===== src/rtl/vga_region_ctrl.sv =====
// VGA timing generator with a register-programmed background and NUM_REGIONS priority rectangles.
// Define VGA_SHADOW_EN to stage register writes in shadow copies that commit once per frame.
module vga_region_ctrl #(
    parameter int CLK_DIV     = 4,
    parameter int H_VIS       = 640,
    parameter int H_FP        = 16,
    parameter int H_SYNC      = 96,
    parameter int H_BP        = 48,
    parameter int V_VIS       = 480,
    parameter int V_FP        = 10,
    parameter int V_SYNC      = 2,
    parameter int V_BP        = 33,
    parameter int NUM_REGIONS = 4,
    parameter int SYNC_POL    = 1
) (
    input  logic        clk,
    input  logic        reset,
    input  logic        write,
    input  logic        read,
    input  logic [11:0] address,
    input  logic [11:0] data,
    output logic [11:0] rdata,
    output logic        Hsync,
    output logic        Vsync,
    output logic [3:0]  Red,
    output logic [3:0]  Green,
    output logic [3:0]  Blue,
    output logic        vblank,
    output logic        frame_irq
);
    localparam int   HT    = H_VIS + H_FP + H_SYNC + H_BP;
    localparam int   VT    = V_VIS + V_FP + V_SYNC + V_BP;
    localparam int   HV0   = H_SYNC + H_BP;
    localparam int   VV0   = V_SYNC + V_BP;
    localparam int   DIV_W = (CLK_DIV > 1) ? $clog2(CLK_DIV) : 1;
    localparam logic SP    = 1'(SYNC_POL);

    // ---------------- timing ----------------
    logic [DIV_W-1:0] div_q;
    logic [10:0]      hcnt_q, vcnt_q;
    logic [10:0]      frame_q;
    logic             pix_en, h_last, v_last, commit;

    assign pix_en = (div_q == DIV_W'(CLK_DIV - 1));
    assign h_last = (hcnt_q == 11'(HT - 1));
    assign v_last = (vcnt_q == 11'(VT - 1));
    assign commit = pix_en && h_last && v_last;

    always_ff @(posedge clk) begin
        if (reset) begin
            div_q   <= '0;
            hcnt_q  <= '0;
            vcnt_q  <= '0;
            frame_q <= '0;
        end else begin
            div_q <= pix_en ? '0 : div_q + 1'b1;
            if (pix_en) begin
                if (h_last) begin
                    hcnt_q <= '0;
                    vcnt_q <= v_last ? '0 : vcnt_q + 11'd1;
                end else begin
                    hcnt_q <= hcnt_q + 11'd1;
                end
            end
            if (commit)
                frame_q <= frame_q + 11'd1;
        end
    end

    // ---------------- register file ----------------
    logic [11:0] bg_q, bg_d, cur_bg;
    logic        en_q, en_d, cur_en;
    logic [11:0] col_q [NUM_REGIONS];
    logic [11:0] x0_q  [NUM_REGIONS];
    logic [11:0] x1_q  [NUM_REGIONS];
    logic [11:0] y0_q  [NUM_REGIONS];
    logic [11:0] y1_q  [NUM_REGIONS];
    logic [11:0] col_d [NUM_REGIONS];
    logic [11:0] x0_d  [NUM_REGIONS];
    logic [11:0] x1_d  [NUM_REGIONS];
    logic [11:0] y0_d  [NUM_REGIONS];
    logic [11:0] y1_d  [NUM_REGIONS];
    logic [11:0] cur_col [NUM_REGIONS];
    logic [11:0] cur_x0  [NUM_REGIONS];
    logic [11:0] cur_x1  [NUM_REGIONS];
    logic [11:0] cur_y0  [NUM_REGIONS];
    logic [11:0] cur_y1  [NUM_REGIONS];

`ifdef VGA_SHADOW_EN
    logic [11:0] sh_bg_q;
    logic        sh_en_q;
    logic [11:0] sh_col_q [NUM_REGIONS];
    logic [11:0] sh_x0_q  [NUM_REGIONS];
    logic [11:0] sh_x1_q  [NUM_REGIONS];
    logic [11:0] sh_y0_q  [NUM_REGIONS];
    logic [11:0] sh_y1_q  [NUM_REGIONS];
    // Host-visible copy is the shadow set; the active set only follows it at commit.
    assign cur_bg  = sh_bg_q;
    assign cur_en  = sh_en_q;
    assign cur_col = sh_col_q;
    assign cur_x0  = sh_x0_q;
    assign cur_x1  = sh_x1_q;
    assign cur_y0  = sh_y0_q;
    assign cur_y1  = sh_y1_q;
`else
    assign cur_bg  = bg_q;
    assign cur_en  = en_q;
    assign cur_col = col_q;
    assign cur_x0  = x0_q;
    assign cur_x1  = x1_q;
    assign cur_y0  = y0_q;
    assign cur_y1  = y1_q;
`endif

    logic       in_rgn;
    logic [3:0] ridx;
    assign in_rgn = (address >= 12'h010) && (address < 12'(16 + 8 * NUM_REGIONS))
                    && (address[2:0] <= 3'd4);
    assign ridx   = 4'(address[7:3] - 5'd2);

    always_comb begin
        bg_d  = cur_bg;
        en_d  = cur_en;
        col_d = cur_col;
        x0_d  = cur_x0;
        x1_d  = cur_x1;
        y0_d  = cur_y0;
        y1_d  = cur_y1;
        if (write) begin
            if (address == 12'h000) bg_d = data;
            if (address == 12'h001) en_d = data[0];
            for (int n = 0; n < NUM_REGIONS; n++) begin
                if (in_rgn && ridx == 4'(n)) begin
                    case (address[2:0])
                        3'd0:    col_d[n] = data;
                        3'd1:    x0_d[n]  = data;
                        3'd2:    x1_d[n]  = data;
                        3'd3:    y0_d[n]  = data;
                        default: y1_d[n]  = data;
                    endcase
                end
            end
        end
    end

    always_ff @(posedge clk) begin
        if (reset) begin
            bg_q <= 12'hFFF;
            en_q <= 1'b1;
            for (int n = 0; n < NUM_REGIONS; n++) begin
                col_q[n] <= '0;
                x0_q[n]  <= '0;
                x1_q[n]  <= '0;
                y0_q[n]  <= '0;
                y1_q[n]  <= '0;
            end
`ifdef VGA_SHADOW_EN
            sh_bg_q <= 12'hFFF;
            sh_en_q <= 1'b1;
            for (int n = 0; n < NUM_REGIONS; n++) begin
                sh_col_q[n] <= '0;
                sh_x0_q[n]  <= '0;
                sh_x1_q[n]  <= '0;
                sh_y0_q[n]  <= '0;
                sh_y1_q[n]  <= '0;
            end
`endif
        end else begin
`ifdef VGA_SHADOW_EN
            sh_bg_q  <= bg_d;
            sh_en_q  <= en_d;
            sh_col_q <= col_d;
            sh_x0_q  <= x0_d;
            sh_x1_q  <= x1_d;
            sh_y0_q  <= y0_d;
            sh_y1_q  <= y1_d;
            // Commit takes the write-merged shadow so a commit-clk write lands this frame.
            if (commit) begin
                bg_q  <= bg_d;
                en_q  <= en_d;
                col_q <= col_d;
                x0_q  <= x0_d;
                x1_q  <= x1_d;
                y0_q  <= y0_d;
                y1_q  <= y1_d;
            end
`else
            bg_q  <= bg_d;
            en_q  <= en_d;
            col_q <= col_d;
            x0_q  <= x0_d;
            x1_q  <= x1_d;
            y0_q  <= y0_d;
            y1_q  <= y1_d;
`endif
        end
    end

    // ---------------- read port ----------------
    logic [11:0] rd_val;
    always_comb begin
        rd_val = '0;
        case (address)
            12'h000: rd_val = cur_bg;
            12'h001: rd_val = {11'd0, cur_en};
            12'h002: rd_val = {frame_q, vblank};
            default: begin
                for (int n = 0; n < NUM_REGIONS; n++) begin
                    if (in_rgn && ridx == 4'(n)) begin
                        case (address[2:0])
                            3'd0:    rd_val = cur_col[n];
                            3'd1:    rd_val = cur_x0[n];
                            3'd2:    rd_val = cur_x1[n];
                            3'd3:    rd_val = cur_y0[n];
                            default: rd_val = cur_y1[n];
                        endcase
                    end
                end
            end
        endcase
    end

    always_ff @(posedge clk) begin
        if (reset)
            rdata <= '0;
        else if (read)
            rdata <= rd_val;
    end

    // ---------------- pixel pipeline ----------------
    logic [10:0] x, y;
    logic        h_vis, v_vis;
    logic [NUM_REGIONS-1:0] hit;
    logic [11:0] pix_col;

    assign h_vis = (hcnt_q >= 11'(HV0)) && (hcnt_q < 11'(HV0 + H_VIS));
    assign v_vis = (vcnt_q >= 11'(VV0)) && (vcnt_q < 11'(VV0 + V_VIS));
    assign x     = hcnt_q - 11'(HV0);
    assign y     = vcnt_q - 11'(VV0);

    // Half-open bounds make X1<=X0 or Y1<=Y0 an empty rectangle with no extra logic.
    for (genvar gi = 0; gi < NUM_REGIONS; gi++) begin : g_rgn
        assign hit[gi] = ({1'b0, x} >= x0_q[gi]) && ({1'b0, x} < x1_q[gi])
                      && ({1'b0, y} >= y0_q[gi]) && ({1'b0, y} < y1_q[gi]);
    end

    always_comb begin
        pix_col = bg_q;
        for (int n = NUM_REGIONS - 1; n >= 0; n--)
            if (hit[n]) pix_col = col_q[n];
    end

    always_ff @(posedge clk) begin
        if (reset) begin
            Hsync     <= ~SP;
            Vsync     <= ~SP;
            Red       <= '0;
            Green     <= '0;
            Blue      <= '0;
            vblank    <= 1'b1;
            frame_irq <= 1'b0;
        end else begin
            Hsync     <= (hcnt_q < 11'(H_SYNC)) ? SP : ~SP;
            Vsync     <= (vcnt_q < 11'(V_SYNC)) ? SP : ~SP;
            vblank    <= ~v_vis;
            frame_irq <= commit;
            if (h_vis && v_vis && en_q) begin
                Red   <= pix_col[3:0];
                Green <= pix_col[7:4];
                Blue  <= pix_col[11:8];
            end else begin
                Red   <= '0;
                Green <= '0;
                Blue  <= '0;
            end
        end
    end

endmodule


===== config.mk =====
export PLATFORM = sky130hd
export DESIGN_NAME = vga_region_ctrl
export DESIGN_NICKNAME = d
export VERILOG_FILES = /design/src/rtl/vga_region_ctrl.sv
export SDC_FILE = /design/constraint.sdc
export NUM_CORES = 1
export LEC_CHECK = 0
export CAP_MARGIN = 10
export CORE_MARGIN = 2
export CORE_UTILIZATION = 60
export CTS_CLUSTER_DIAMETER = 200
export DETAILED_ROUTE_END_ITERATION = 6
export GPL_ROUTABILITY_DRIVEN = 1
export PLACE_DENSITY_LB_ADDON = 0.2
export SYNTH_ARGS = -nofsm -noshare
export SYNTH_HDL_FRONTEND = slang
export SYNTH_SLANG_ARGS = --single-unit

===== constraint.sdc =====
create_clock -name clk -period 5.6 [get_ports clk]
set_input_delay 0.84 -clock clk [delete_from_list [all_inputs] [get_ports clk]]
set_output_delay 0.84 -clock clk [all_outputs]
set_load 0.05 [all_outputs]

After elaboration in Yosys (flattened, before gate mapping). Index checks and enable logic that the tools add are counted.

Flip-flop bits (word level): 316. Logic and storage cells: 150. Output and inout port bits: 28. Bits of input ports: 28.

Equal/unequal tests: 11. Magnitude comparators: 25. Reduce and logical (&&, ||, !) cells: 53. Bitwise logic cells: 3. Mux-type cells: 17. $add $sub $neg: 7.

Operators with widths (number): 12-bit case mux with 4 select lines (4); 11-bit by 12-bit >= comparator with 1-bit output (8); 11-bit by 12-bit < comparator with 1-bit output (8); 12-bit two-way mux (8); 3-bit AND reduction (20); 12-bit case mux with 3 select lines (1); 11-bit by 1-bit adder with 11-bit output, second input constant (3); 1-bit logical AND (24); 11-bit by 10-bit == test with 1-bit output, second input constant (2); 11-bit by 10-bit < comparator with 1-bit output, second input constant (2); 11-bit two-way mux (2); 12-bit by 1-bit == test with 1-bit output, second input constant (1); 12-bit by 2-bit == test with 1-bit output, second input constant (1); 12-bit by 5-bit >= comparator with 1-bit output, second input constant (1); 12-bit logical NOT (1); 12-bit by 6-bit < comparator with 1-bit output, second input constant (1); 11-bit by 6-bit >= comparator with 1-bit output, second input constant (1); 11-bit by 8-bit >= comparator with 1-bit output, second input constant (1); 11-bit by 2-bit < comparator with 1-bit output, second input constant (1); 11-bit by 7-bit < comparator with 1-bit output, second input constant (1); 11-bit by 6-bit subtractor with 11-bit output, second input constant (1); 11-bit by 8-bit subtractor with 11-bit output, second input constant (1); 4-bit by 2-bit == test with 1-bit output, second input constant (2); 3-bit by 2-bit == test with 1-bit output, second input constant (2); other kinds (13) (19).

Logic depth before layout (Yosys ltp).
Depth in word-level cells: 9. Gate-level depth with buffers: 16. Gate-level depth less buffers: 15.

Worst setup path after synthesis. OpenSTA, ideal clock, no wires.

Path kind: flip-flop to flip-flop. Start: register vcnt_q[2]. End: register Blue[0]. Stages on the path, launching flop included: 17. Library setup time: 95 ps. Slack: 1807 ps. Path buffers: 2. Arrival: 3698 ps. Cell sequence: dfxtp_1 -> buf_2 -> or3_1 -> a21oi_2 -> nor2b_1 -> nor2_1 -> xor2_1 -> ha_1 -> a21o_1 -> a21oi_1 -> o22ai_1 -> a2111oi_0 -> nand3_1 -> buf_4 -> mux2i_1 -> a211o_1 -> a221oi_1.

Word-level cells in the longest chain between the ends: 8. Elaborated cells on any way between the ends: 28. Those cells by class: 1 x add/sub; 10 x order compare; 4 x mux; 1 x bitwise; 12 x reduce/logical.

Ends and longest elaborated chain: start, declared (RTL line 40) `logic [10:0] hcnt_q, vcnt_q;`; start signal, assigned (RTL line 60) `vcnt_q <= v_last ? '0 : vcnt_q + 11'd1;`; 11-bit by 6-bit subtractor with 11-bit output (RTL line 239) `assign y = vcnt_q - 11'(VV0);`; 11-bit by 12-bit >= comparator with 1-bit output (RTL line 244) `&& ({1'b0, y} >= y0_q[gi]) && ({1'b0, y} < y1_q[gi]);`; 1-bit logical AND (2 in series) (RTL line 244); 12-bit two-way mux (4 in series) (RTL line 250) `if (hit[n]) pix_col = col_q[n];`; end signal, assigned (RTL line 270) `Blue <= pix_col[11:8];`; end, declared (RTL line 27) `output logic [3:0] Blue,`.

Several ways; a longest one is shown, not always the timed one. A chain may end at the register's enable or synchronous reset.

Final worst setup path.
Start: register vcnt_q[2]. End: register Blue[3].

Same word-level chain as after synthesis.

==> results_dict.tcl <==
set metrics [dict create \
    synth_area_per_cell_um2 8.60 \
    postCtsHoldBufs 0 \
    synth-edff-count 0 \
    antenna_found_initial 1 \
    layout-drive-gt1-share 0.0816 \
    synth_area_leader_cell "dfxtp_1" \
    synth_adder_area_share 0.120 \
    fin_crit_ns 4.71 \
    path_buf_inv 1 \
    clk_latency_ns 0.54 \
    finClkSkew_ns 0.0168 \
    cp_max_fo 17 \
    io_buffers 55 \
    p_sw_mw 1.17 \
    max_freq_ghz 0.212 \
    post_cts_buffers 0 \
    avgViaCountPerCell 6.48 \
    die_w_um 181 \
    gp_congestion 1.02 \
    cp_cell_sequence "or3_1, o21ai_0, nand2_1, xnor2_1, ha_1, and3_1, o2111ai_1, a21oi_1, or3_1, a21oi_1, o311a_1, buf_4, a211o_1, a221oi_1" \
    cts_tree "done" \
    p_sw_frac 0.229 \
    finalWirelength_mm 63.1 \
    cts-resized-gates 0 \
    p_leak_nw 7.73 \
    ir_drop_mv 0.198 \
    crit_path_start_kind "flop" \
    crit_type "flop to flop" \
    synth_top_family_by_area "simple AND/OR/NAND/NOR gates" \
    worstMarginPinSlew_ns 1.36 \
    slowest_delay_ns 0.73 \
    clk_pin_slew_ns 0.06 \
    wire_per_inst_um 24.4 \
    initial_core_util 0.610 \
    hold_violations 0 \
    yosys_warnings 0 \
    hp-class "flop to flop" \
    rows 64 \
    grt_pass1_wl_mm 94.9 \
    ys_seq_area_frac 0.338 \
    track_usage 0.378 \
    dieArea_mm2 0.0326 \
    cap_violations 0 \
    syn-instance-count 2177 \
    first_pass_iters 5 \
    h-tree-depth 2 \
    path_delay_family "compound AO/OA/AOI/OAI gates" \
    p_int_mw 3.93 \
    synth_ff_type "dfxtp_1" \
    grt_pass1_vias 15800 \
    synth_fp_nets 2384 \
    ant_nets 0 \
    cts.path.max_buffers 3 \
    cts_buffers 37 \
    fp.dieH_um 181 \
    nets 2376 \
    worstPathRequired_ns 5.96 \
    fin_hold_ws_ns 0.440 \
    grt_max_degree 141 \
    status "finished, final reports clean" \
    endpoint_kind "flop" \
    grt_overflow 0 \
    postLayoutCoreUtil 0.676 \
    share_comb_of_total_power 0.049 \
    timing.setup.tns_ns 0 \
    arrival_ns 5.07 \
    p_per_area_mw_per_mm2 246 \
    fillers 2528 \
    p_clk_frac 0.507 \
    synth-compound-area-share 0.141 \
    yosys.area.top_type_share 0.338 \
    cts-root-buf "clkbuf_16" \
    synth-simple-area-share 0.164 \
    vias 16800 \
    drc 0 \
    syn_area_mm2 0.0187 \
    ys_top_cells_by_area "dfxtp_1 34%, ha_1 12%, mux2i_1 8.8%" \
    synth.distinct_cells 73 \
    rsz0062_at_grt "false" \
    slew_viol_final 0 \
    pin_count 56 \
    core_area_mm2 0.0307 \
    power_frac_seq 0.444 \
    hpwl_mm 43.9 \
    syn_to_final_growth_pct 10.7 \
    synthArstFlopShare 0 \
    drt_iter0_markers 1803 \
    synth-xor-area-share 0.0150 \
    max-slew-margin-rel 0.0879 \
    setup_viol 0 \
    synth_mux_area_frac 0.148 \
    slowest_stage "xnor2_1" \
    cts_sinks 316 \
    fin_crit_sh 0.840 \
    ys_seq_elements 316 \
]
through the flow:
stage	std cells	area, um^2	setup slack (ns)	power [mW]
after floorplan	2177	18700	1.81	2.46
after global placement	2526	19400	1.23	2.55
after detailed placement	2526	19400	1.13	2.55
after CTS	2590	20700	1.07	5.08
after global routing	2590	20700	0.814	5.20
final	2591	20700	0.894	5.10
sequential cells by signal, summed over array words and instances (netlist names):
register / count
vcnt_q: 11
cur_x1: 48
Vsync: 1
col_q: 48
Blue: 4
rdata: 12
hcnt_q: 11
frame_irq: 1
Green: 4
cur_en: 1
Red: 4
frame_q: 11
cur_x0: 48
cur_y1: 48
cur_y0: 48
div_q: 2
Hsync: 1
bg_q: 12
vblank: 1
final cells by class:
| type | instances | area [um^2] | share of cell area |
|---|---|---|---|
| multi-input combinational | 1524 | 11000 | 0.531 |
| tap | 396 | 495 | 0.0239 |
| antenna | 1 | 2.50 | 0.000121 |
| inverter | 188 | 706 | 0.0341 |
| timing repair buffer | 102 | 895 | 0.0432 |
| sequential | 316 | 6330 | 0.305 |
| clock inverter | 8 | 171 | 0.00827 |
| clock buffer | 56 | 1120 | 0.0540 |
cell usage after synthesis (10+ instances only):
cell      instances
dfxtp_1         316
nand4_1          18
a21o_1           22
a221oi_1         22
inv_1           188
clkbuf_1         87
nor2_1          246
mux4_2           49
ha_1            179
a22oi_1          26
nand3_1          42
or3_1            13
xor2_1           22
xnor2_1          10
a311oi_1         12
nand2_1         270
o211ai_1         11
a211oi_1         10
o21ai_0          52
buf_2            45
mux2i_1         165
and3_1           18
a21oi_1         178
a211o_1          26
nor2b_1          10
per-layer routing:
layer  wire [um]  GRT usage  part of all wire
met1       24800      0.503              0.39
met2       26700      0.564              0.42
met3        7690     0.0920              0.12
met4        3990      0.212             0.063
met5           0          0                 0
final timing paths:
path	start	to	slack, ns	depth (start not counted)
setup / recovery	vcnt_q[2]	Blue[3]	0.89	14
hold / removal	div_q[0]	div_q[0]	0.44	1
setup reg to reg	vcnt_q[2]	Blue[3]	0.89	14
hold reg to reg	div_q[0]	div_q[0]	0.44	1
kinds of logic after synthesis:
| kind of cell | Yosys count |
|---|---|
| flops | 316 |
| simple gates | 686 |
| xor+xnor | 32 |
| compound gates | 412 |
| mux | 215 |
| buf+inv | 337 |
| fa+ha+maj | 179 |
power by group through the flow:
stage | sequential, mW | combinational (mW) | clock (mW)
global placement | 2.31 | 0.237 | 0
global route | 2.26 | 0.255 | 2.68
detailed placement | 2.31 | 0.239 | 0
finish | 2.26 | 0.249 | 2.59
CTS | 2.26 | 0.240 | 2.58
floorplan | 2.32 | 0.132 | 0
cells in the final DEF, fill, tap and decap left out, types with 10 or more instances in the layout:
cell type	synthesis	final
mux4_2	49	49
and3_1	18	18
mux2i_1	165	165
xnor2_1	10	10
a311oi_1	12	12
nand4_1	18	18
clkdlybuf4s50_1	0	51
or3_1	13	13
inv_1	188	188
buf_4	5	48
clkbuf_16	0	39
a211o_1	26	26
o211ai_1	11	11
dfxtp_1	316	316
a221oi_1	22	22
ha_1	179	179
a211oi_1	10	10
a22oi_1	26	26
nor2b_1	10	10
nand3_1	42	42
a21oi_1	178	178
o21ai_0	52	52
nor2_1	246	246
a21o_1	22	22
xor2_1	22	22
nand2_1	270	270
(Power assumes the default switching activity.)
